`src/rtl/tff_pkg.sv`:
```
// Shared mode encoding for the T flip-flop chain family.
package tff_pkg;

  typedef enum logic [1:0] {
    MODE_CASCADE = 2'b00,
    MODE_COUNT   = 2'b01,
    MODE_HOLD    = 2'b10,
    MODE_LOAD    = 2'b11
  } mode_e;

endpackage

```
`src/rtl/tff_cell.sv`:
```
// One T flip-flop stage: async reset, then sync clear > load > toggle.
// Also exposes its next-state value so the parent can detect edges without re-deriving it.
module tff_cell (
  input  logic clk,
  input  logic rst,
  input  logic clr,
  input  logic load,
  input  logic load_bit,
  input  logic toggle,
  output logic q,
  output logic nxt
);

  always_comb begin
    if (clr)       nxt = 1'b0;
    else if (load) nxt = load_bit;
    else           nxt = q ^ toggle;
  end

  // NOTE: state registers use non-blocking assignments so every stage samples pre-edge values.
  always_ff @(posedge clk or posedge rst) begin
    if (rst) q <= 1'b0;
    else     q <= nxt;
  end

endmodule

```
`src/rtl/tff_chain_n.sv`:
```
// Parametrised T flip-flop chain: cascade or binary-count toggling, hold, load,
// sync clear, terminal-count pulse and last-stage rising-edge pulse.
module tff_chain_n
  import tff_pkg::*;
#(
  parameter int STAGES = 4
) (
  input  logic              clk,
  input  logic              rst,
  input  logic              data,
  input  logic [1:0]        mode,
  input  logic              clr,
  input  logic [STAGES-1:0] load_val,
  output logic [STAGES-1:0] q,
  output logic              q_last,
  output logic              tc,
  output logic              q_rise
);

  logic [STAGES-1:0] toggle;
  logic [STAGES-1:0] nxt;
  logic              load;
  logic              carry;

  // NOTE: every combinational output gets a default first so no path can infer a latch.
  always_comb begin
    toggle = '0;
    load   = 1'b0;
    carry  = data;
    unique case (mode_e'(mode))
      MODE_CASCADE: begin
        toggle[0] = data;
        for (int i = 1; i < STAGES; i++) toggle[i] = q[i-1];
      end
      MODE_COUNT: begin
        // Carry chain: stage i toggles when data and all lower stages are high.
        for (int i = 0; i < STAGES; i++) begin
          toggle[i] = carry;
          carry     = carry & q[i];
        end
      end
      MODE_HOLD: ;
      MODE_LOAD: load = 1'b1;
      default: ;
    endcase
  end

  for (genvar g = 0; g < STAGES; g++) begin : g_stage
    tff_cell u_cell (
      .clk      (clk),
      .rst      (rst),
      .clr      (clr),
      .load     (load),
      .load_bit (load_val[g]),
      .toggle   (toggle[g]),
      .q        (q[g]),
      .nxt      (nxt[g])
    );
  end

  assign q_last = q[STAGES-1];

  always_ff @(posedge clk or posedge rst) begin
    if (rst) begin
      tc     <= 1'b0;
      q_rise <= 1'b0;
    end else begin
      tc     <= (mode == MODE_COUNT) & data & (&q) & ~clr;
      q_rise <= nxt[STAGES-1] & ~q[STAGES-1];
    end
  end

endmodule

```
`config.mk`:
```
export PLATFORM = sky130hd
export DESIGN_NAME = tff_chain_n
export DESIGN_NICKNAME = d
export VERILOG_FILES = /design/src/rtl/tff_pkg.sv /design/src/rtl/tff_cell.sv /design/src/rtl/tff_chain_n.sv
export SDC_FILE = /design/constraint.sdc
export NUM_CORES = 1
export LEC_CHECK = 0
export CAP_MARGIN = 20
export CORE_AREA = 2 2 39 41
export CTS_CLUSTER_SIZE = 25
export DETAILED_ROUTE_END_ITERATION = 12
export DIE_AREA = 0 0 41 43
export GPL_TIMING_DRIVEN = 0
export SLEW_MARGIN = 5
export SYNTH_ARGS = -nofsm -noshare
export SYNTH_HDL_FRONTEND = slang
export SYNTH_SLANG_ARGS = --single-unit
```
`constraint.sdc`:
```
create_clock -name clk -period 1.3 [get_ports clk]
set_input_delay 0.26 -clock clk [delete_from_list [all_inputs] [get_ports clk]]
set_output_delay 0.26 -clock clk [all_outputs]
set_load 0.1 [all_outputs]
```
**Word level (Yosys, flattened, before mapping)**

Cells that the tools add are included.
Widths: inputs -> output; s select.

- Eq/ne operators: 2
- Reductions and logical operators: 2
- Bitwise operators: 13
- Multiplexer cells: 10

Operators with widths:

| kind | number |
|---|---|
| $mux 1 | 9 |
| $pmux 4 s2 | 1 |
| $and 1x1->1 | 7 |
| $reduce_and 4->1 | 1 |
| $xor 1x1->1 | 4 |
| $eq 2x1->1 const B | 1 |
| $eq 2x2->1 const B | 1 |
| $logic_not 2->1 | 1 |
| $not 1->1 | 2 |

- Bits of input ports: 10
- Output and inout bits: 7
- Word-level logic and storage cells: 33
- Register bits after elaboration: 6

**Logic depth before layout (Yosys ltp)**

Gate-level depths: netlist (run 1).

- Word-level depth: 8
- Gate-level depth with buffers: 5
- Mapped depth without buffers: 4

**Modules after synthesis**

Synthesis (run 1) repeated with hierarchy kept, for this count alone.

- Cell total of the unflattened synthesis: 40
- Area, all modules: 407.9 um^2

By module, submodules not included:

| module | sequential area each (um^2) | area an instance (um^2) | times used | cells each |
|---|---|---|---|---|
| tff_cell | 25.0 | 60.1 | 4 | 6 |
| tff_chain_n | 50.0 | 167.7 | 1 | 16 |

**Worst setup path after synthesis (run 1)**

Ideal clock, no wire load.

- Path type: register to register
- From: reg g_stage[3].u_cell.q
- To: reg g_stage[3].u_cell.q
- Path buffers: 0
- Path slack: -0.481 ns
- Setup time: 0.126 ns
- Cell stages (with the launch flop): 5
- Period minus slack after synthesis: 1.781 ns
- Arrival: 1.655 ns
- Cell sequence: dfrtp_1 nor3b_1 a211o_1 a221oi_1 nor2_1

- Longest elaborated chain between the ends: 3

Ends and longest elaborated chain:

| element | RTL line | source |
|---|---|---|
| start: declaration | tff_cell.sv:10 | `output logic q,` |
| start signal: assignment | tff_cell.sv:23 | `else q <= nxt;` |
| $xor 1x1->1 | tff_cell.sv:17 | `else nxt = q ^ toggle;` |
| $mux 1 | tff_cell.sv:16 | `else if (load) nxt = load_bit;` |
| $mux 1 | tff_cell.sv:15 | `if (clr) nxt = 1'b0;` |
| named net g_stage[3].u_cell.nxt | tff_cell.sv:11 | `output logic nxt` |

The timed path passes the listed nets, and every way through them passes these cells.

**Final worst setup path (run 1)**

- From: reg g_stage[3].u_cell.q
- To: out q[3]

RTL lines:

| element | RTL line | source |
|---|---|---|
| end: declaration | tff_chain_n.sv:14 | `output logic [STAGES-1:0] q,` |

No word-level cell between the ends.

==> metrics.md, run 1 <==
| Metric | Value |
|---|---|
| Via density | `4.70` |
| R2r endpoint | `g_stage[3].u_cell.q` |
| Die ar. | `1760 um^2` |
| Mean Syn Cell Area | `9.08 um^2` |
| Total negative setup slack | `-0.00264 ns` |
| Top delay family on crit path | `flip-flops` |
| Max Slew Vio Count | `0` |
| Unrepaired setup endpoints after global routing | `true` |
| Total wire length | `982 um` |
| Number of flops mapped to enable cells by yosys | `0` |
| Worst path bufs/invs | `2` |
| First-pass GRT wire length | `1.55 mm` |
| Nets | `84` |
| CP Max Fanout | `6` |
| Row cnt | `14` |
| Dpl cell area | `613 um^2` |
| Vias in the first global route | `363` |
| Cells along the critical path | `buf_6 > buf_12` |
| Skew-Pair Late Insertion Delay | `0.24 ns` |
| Wire per inst | `11.0 um` |
| Root Driver | `clkbuf_4` |
| Largest net degree at the start of global routing | `11` |
| Setup crit end kind | `output port` |
| Reg2reg setup slack | `0.05 ns` |
| Total core area | `1380 um^2` |
| Design Area, Final | `732 um^2` |
| Placed Cells | `78` |
| F_max | `768 MHz` |
| Final count of hold timing violations | `0` |
| Gr usage total | `12.6%` |
| Dominant synthesized flop cell | `dfrtp_1` |
| Number of CTS-inserted buffers | `3` |
| CTS tree | `built` |
| Asr flop ratio synth | `100%` |
| Synth cell types | `23` |
| # setup viols final | `1` |
| Crit share post-route | `100%` |
| First drt pass iteration count | `4` |
| Setup Crit Path Kind | `reg -> out` |
| DR vias | `418` |
| Inserted Diodes | `0` |
| Worst Skew | `0.00362 ns` |
| Remaining global-route overflow | `0` |
| Tmin final | `1.30 ns` |
| Worst setup margin | `-0.00264 ns` |
| Sequential area share after synthesis | `35.9%` |
| GPL Wtd Cong | `0.714` |
| Max Buffers Root-to-Sink | `2` |
| Area growth, synth to finish | `75.1%` |
| Initial DRC count | `6` |
| Actual slew at the worst max-slew pin | `0.484 ns` |
| I/O Pins | `17` |
| H-tree lvl count | `1` |
| Routed Antenna Nets | `0` |
| Worst-path clk slew | `0.05 ns` |
| Crit path max-delay cell type | `dfrtp_4` |
| Initial antenna violation count | `0` |
| Crit-path max cell delay | `0.51 ns` |
| Pwr Total | `0.721 mW` |
| Failing checks | `setup timing` |
| Detail Placement HPWL | `666 um` |
| Post-Syn Nets | `56` |
| Finished Layout Cells | `89` |
| Layout cells sized above 1 | `42.5%` |
| Static leakage | `0.344 nW` |
| Synth warnings | `0` |
| Pwr/cell area | `985 nW/um^2` |
| Post-Synthesis Cells | `46` |
| Initial core utilization | `30.2%` |
| Drc violations | `0` |
| Slew headroom | `68.0%` |
| MaxCap Viol Count | `0` |
| R2R cell count | `4` |
| Critical Path AT | `1.04 ns` |
| Max rail drop VDD | `0.271 mV` |
| Mapped Area | `418 um^2` |
| Buffers on Ports | `16` |
| FF+latch count, synth | `6` |
| Status | `complete, but fails checks` |
| RR Startpoint | `g_stage[2].u_cell.q` |
| Die width | `41 um` |
| CTS Hold Bufs | `0` |
| CP startpoint kind | `flop` |
| CP required | `1.04 ns` |
| Type of the tightest min-delay check | `in -> async` |
| Die Y | `43 um` |
| Clock Sink Count | `6` |
[worst max-delay path by stage]
| stage | slack, ns | start | end | depth (start not counted) |
|---|---|---|---|---|
| detailed placement | -0.66 | g_stage[2].u_cell.q | q[2] | 2 |
| floorplan | -0.03 | g_stage[3].u_cell.q | g_stage[3].u_cell.q | 3 |
| CTS | -0.0009 | g_stage[3].u_cell.q | q[3] | 2 |
| global placement | -0.66 | g_stage[2].u_cell.q | q[2] | 2 |
| finish | -0.003 | g_stage[3].u_cell.q | q[3] | 2 |
| global route | -0.03 | g_stage[3].u_cell.q | q[3] | 2 |
[sequential cells by signal, summed over array words and instances (netlist names)]
name              flops
g_stage.u_cell.q      4
q_rise                1
tc                    1
[logic make-up after synthesis]
kind of cell           share of synthesized area (%)
AO/OA/AOI/OAI                                   19.5
XOR/XNOR                                        4.19
buffers and inverters                           13.8
flip-flops                                      35.9
multiplexers                                    9.58
AND/OR/NAND/NOR                                 17.1
[final cells by class]
class                      instances  area [um^2]
tap                               16         20.0
multi-input combinational         31          226
inverter                           3         11.3
buffer                             6         56.3
fill                             137          652
clock buffer                       4         26.3
timing repair buffer              23          234
sequential                         6          158
[power by group]
part / internal (mW) / leakage (nW) / switching, mW
combinational: 0.133 / 0.255 / 0.182
clock: 0.116 / 0.0150 / 0.0667
sequential: 0.203 / 0.0740 / 0.0198
[repair_timing]
item,in CTS,in global routing
endpoints found under the hold margin,0,0
pin swaps,0,2
buffers inserted,3,4
endpoints found under the setup margin,8,6
gates cloned,0,0
resized for setup,49,9
[metal layers]
metal	part of all wire [%]	vias up	GRT usage, %	wire, um
li1	-	215	-	-
met3	6.4	2	3.14	63
met5	0	-	0	0
met4	1.4	0	6.00	14
met2	44	12	17.5	428
met1	48	189	17.5	475
[cells in the final DEF (no fill, tap or decap)]
master and n:
dfrtp_2 3, buf_2 2, a21oi_1 3, clkbuf_4 3, a31oi_1 1, o21ai_1 1, dfrtp_4 1, buf_4 9
nor4_1 1, nor3_1 2, nor3b_2 1, xor2_1 1, clkbuf_1 1, a2111oi_2 1, dlygate4sd2_1 1, o21a_1 1
nand2_1 3, nand2b_1 2, inv_1 3, buf_12 2, buf_6 7, nor3b_1 1, nand3_2 1, a211oi_1 2
mux2i_1 4, a211o_1 1, dfrtp_1 2, clkdlybuf4s50_1 6, a221oi_2 1, xnor2_1 1, nor2_1 3, dlymetal6s2s_1 2
[worst reg2reg max path, cell delays in order (launching register included)]
cell	delay [ns]
dfrtp_2	0.44
nor3b_2	0.17
a211o_1	0.23
a221oi_2	0.24
nor2_1	0.06
[Yosys cell counts, types with 2 or more instances]
cell      n  area (um^2)
a211oi_1  2         15.0
nor3_1    2         10.0
nand2b_1  2         12.5
nand2_1   3         11.3
buf_4     4         30.0
mux2i_1   4         40.0
nor3b_1   2         15.0
dfrtp_1   6          150
a21oi_1   3         15.0
inv_1     3         11.3
nor2_1    3         11.3
[stage by stage]
stage | worst slack [ns] | utilization (%) | hold WS (ns)
after floorplan | -0.0302 | - | 0.0510
after detailed placement | -0.657 | 44.3 | 0.483
after global routing | -0.0314 | 52.9 | 0.245
after CTS | -0.000897 | 48.2 | 0.232
after global placement | -0.660 | 44.3 | 0.484
final | -0.00264 | 52.9 | 0.224
(Power assumes the default switching activity.)
==> inputs of run 2 (changes only) <==
SYNTH_HIERARCHICAL = 1   (was unset)
==> metrics.md, run 2 <==
| Metric | Value |
|---|---|
| Total wire length | `848 um (-14%)` |
| Initial antenna violation count | `0 (unchanged)` |
| Most frequent cells in the layout | `inv_1, nor2b_1, clkdlybuf4s50_1` |
| R2R cell count | `5 (+1)` |
| CP required | `1.04 ns (about the same)` |
| Drc violations | `0 (unchanged)` |
| Most common cell in the netlist | `inv_1` |
| Initial core utilization | `29.5% (-0.72 points)` |
| Post-Syn Nets | `50 (-11%)` |
| Layout cells sized above 1 | `43.3% (+0.87 points)` |
| Max rail drop VDD | `0.284 mV (+4.9%)` |
| Design Area, Final | `628 um^2 (-14%)` |
| Dominant synthesized flop cell | `dfrtp_1` |
| Row cnt | `14 (unchanged)` |
| Nets | `72 (-14%)` |
| Max Buffers Root-to-Sink | `2 (unchanged)` |
| Unrepaired setup endpoints after global routing | `true` |
| Reg2reg setup slack | `0.08 ns (+0.03 ns)` |
| Critical Path AT | `1.00 ns (-0.04 ns)` |
| Synth top area cells | `dfrtp_1, a211oi_2, nor2b_1` |
| Slew headroom | `67.9% (about the same)` |
| Asr flop ratio synth | `100% (unchanged)` |
| Flip-flop and latch area | `165 um^2 (+4.8%)` |
| Crit share post-route | `97.1% (-3.1 points)` |
| Setup crit end kind | `output port` |
| Remaining global-route overflow | `0 (unchanged)` |
| Detail Placement HPWL | `622 um (-6.5%)` |
| First-pass GRT wire length | `1.39 mm (-10%)` |
| Top delay family on crit path | `flip-flops` |
| Synth cell types | `16 (-30%)` |
| DR vias | `338 (-19%)` |
| Buffers on Ports | `16 (unchanged)` |
| Die Y | `43 um (unchanged)` |
| Status | `finished, final reports clean` |
| Max Slew Vio Count | `0 (unchanged)` |
| Die width | `41 um (unchanged)` |
| Skew-Pair Late Insertion Delay | `0.24 ns (about the same)` |
| Number of fill cells | `152 (+11%)` |
| Worst hold slack | `0.285 ns (+0.0608 ns)` |
| Via density | `4.45 (-5.3%)` |
| Type of the tightest min-delay check | `in -> async` |
| R2r endpoint | `q_rise` |
| Reg with most FFs | `g_stage.u_cell/q` |
| CP startpoint kind | `flop` |
| Number of CTS-inserted buffers | `3 (unchanged)` |
| FF+latch count, synth | `6 (unchanged)` |
| Mean Syn Cell Area | `10.2 um^2 (+12%)` |
| Worst path bufs/invs | `2 (unchanged)` |
| Root Driver | `clkbuf_4` |
| Pwr Total | `0.657 mW (-8.8%)` |
| Gr usage total | `12.7% (+0.088 points)` |
| CTS tree | `built` |
| Area share of the largest cell type after synthesis | `36.8% (+0.88 points)` |
| Most common library cells after synthesis | `inv_1, dfrtp_1, nor2b_1, a211oi_2, xnor2_1` |
| Inserted Diodes | `0 (unchanged)` |
| Vias in the first global route | `330 (-9.1%)` |
| First drt pass iteration count | `3 (-1)` |
| Tmin final | `1.26 ns (-0.0399 ns)` |
| Sequential area share after synthesis | `36.8% (+0.88 points)` |
| F_max | `792 MHz (+3.2%)` |
| Final count of hold timing violations | `0 (unchanged)` |
| I/O Pins | `17 (unchanged)` |
| Top flop regs | `g_stage.u_cell/q x4, q_rise x1, tc x1` |
| Mapped Area | `408 um^2 (-2.4%)` |
| # setup viols final | `0 (-1)` |
| RR Startpoint | `g_stage[0].u_cell/q` |
| Post-Synthesis Cells | `40 (-13%)` |
| Initial DRC count | `1 (-5)` |
| Wire per inst | `11.2 um (+1.1%)` |
| Die ar. | `1760 um^2 (unchanged)` |
| CP Max Fanout | `3 (-3)` |
| Max reg flops | `4 (unchanged)` |
| Worst-path clk slew | `0.05 ns (about the same)` |
| Cells along the critical path | `buf_6 > buf_12` |
| Actual slew at the worst max-slew pin | `0.485 ns (+0.000797 ns)` |
| Largest net degree at the start of global routing | `9 (-2)` |
| Routed Antenna Nets | `0 (unchanged)` |
| GPL Wtd Cong | `0.654 (-8.5%)` |
| Pwr/cell area | `1050 nW/um^2 (+6.2%)` |
| Area growth, synth to finish | `54.0%` |
| Total core area | `1380 um^2 (unchanged)` |
| Static leakage | `0.299 nW (-13%)` |
| Clock Sink Count | `6 (unchanged)` |
| Leading cell type in the layout, fill and taps excluded | `inv_1` |
| MaxCap Viol Count | `0 (unchanged)` |
| Dpl cell area | `603 um^2 (-1.6%)` |
| Crit path max-delay cell type | `dfrtp_4` |
| H-tree lvl count | `1 (unchanged)` |
| Area of the multi-input gates | `218 um^2 (-3.9%)` |
| Crit-path max cell delay | `0.48 ns (-0.03 ns)` |
| Worst Skew | `0.000843 ns (-0.00278 ns)` |
| Synth area leader | `dfrtp_1` |
| Synth warnings | `6 (+6)` |
| Setup Crit Path Kind | `reg -> out` |
| Number of flops mapped to enable cells by yosys | `0 (unchanged)` |
[run 2: cell count changes after synthesis, moves of 3 or more]
| cell | change |
|---|---|
| nand2_1 | -3 |
| xnor2_1 | +3 |
| inv_1 | +6 |
| a211oi_2 | +4 |
| buf_4 | -3 |
| nor2b_1 | +6 |
| a21oi_1 | -3 |
| mux2i_1 | -4 |
[run 2: kinds of logic after synthesis]
kind of cell	after synthesis	share of synthesized area, %
compound gates	6	15.6
xor+xnor	4	8.59
buf+inv	10	10.1
flops	6	36.8
simple gates	14	28.8
[run 2: stage by stage]
| stage | TNS [ns] | worst slack (ns) | utilization, % | std cells |
|---|---|---|---|---|
| CTS | 0 | 0.000641 | 44.7 | 75 |
| detailed placement | -4.67 | -0.599 | 43.6 | 72 |
| floorplan | -0.0822 | -0.0822 | - | 40 |
| global placement | -4.68 | -0.599 | 43.6 | 72 |
| finish | 0 | 0.0373 | 45.4 | 76 |
| global route | -0.00918 | -0.00918 | 45.4 | 76 |
[run 2: what timing repair did]
| action | CTS | global route |
|---|---|---|
| resized for setup | 47 | 1 |
| setup endpoints to repair | 8 | 4 |
| buffers inserted | 0 | 1 |
| pin swaps | 0 | 1 |
| hold buffers | 0 | 0 |
[run 2: how the worst max path moves through the flow]
stage,cells past startpoint,to,slack (ns),from
2_1_floorplan,5,q_rise,-0.08,g_stage[1].u_cell/q
3_3_place_gp,2,q[3],-0.60,g_stage[3].u_cell/q
3_5_place_dp,2,q[3],-0.60,g_stage[3].u_cell/q
4_1_cts,2,q[3],0.0006,g_stage[3].u_cell/q
5_1_grt,5,q_rise,-0.009,g_stage[0].u_cell/q
6_report,2,q[3],0.04,g_stage[3].u_cell/q
[run 2: power breakdown]
group	switching [mW]	total [mW]	internal, mW
logic	0.169	0.259	0.0898
registers	0.0173	0.225	0.208
clock network	0.0687	0.173	0.105
total	0.255	0.657	0.402
[run 2: cell type report]
type | count | share of cell area [%]
multi-input combinational | 24 | 34.7
sequential | 6 | 26.3
timing repair buffer | 17 | 25.1
inverter | 9 | 5.38
clock buffer | 3 | 3.59
tap | 16 | 3.19
buffer | 1 | 1.79
[run 2: metal layers]
layer | global-route usage (%) | up-vias | part of all wire, %
met4 | 12.0 | 0 | 1.7
met1 | 14.8 | 159 | 44
met2 | 17.2 | 10 | 49
met3 | 3.66 | 2 | 5.2
met5 | 0 | - | 0
li1 | - | 167 | -
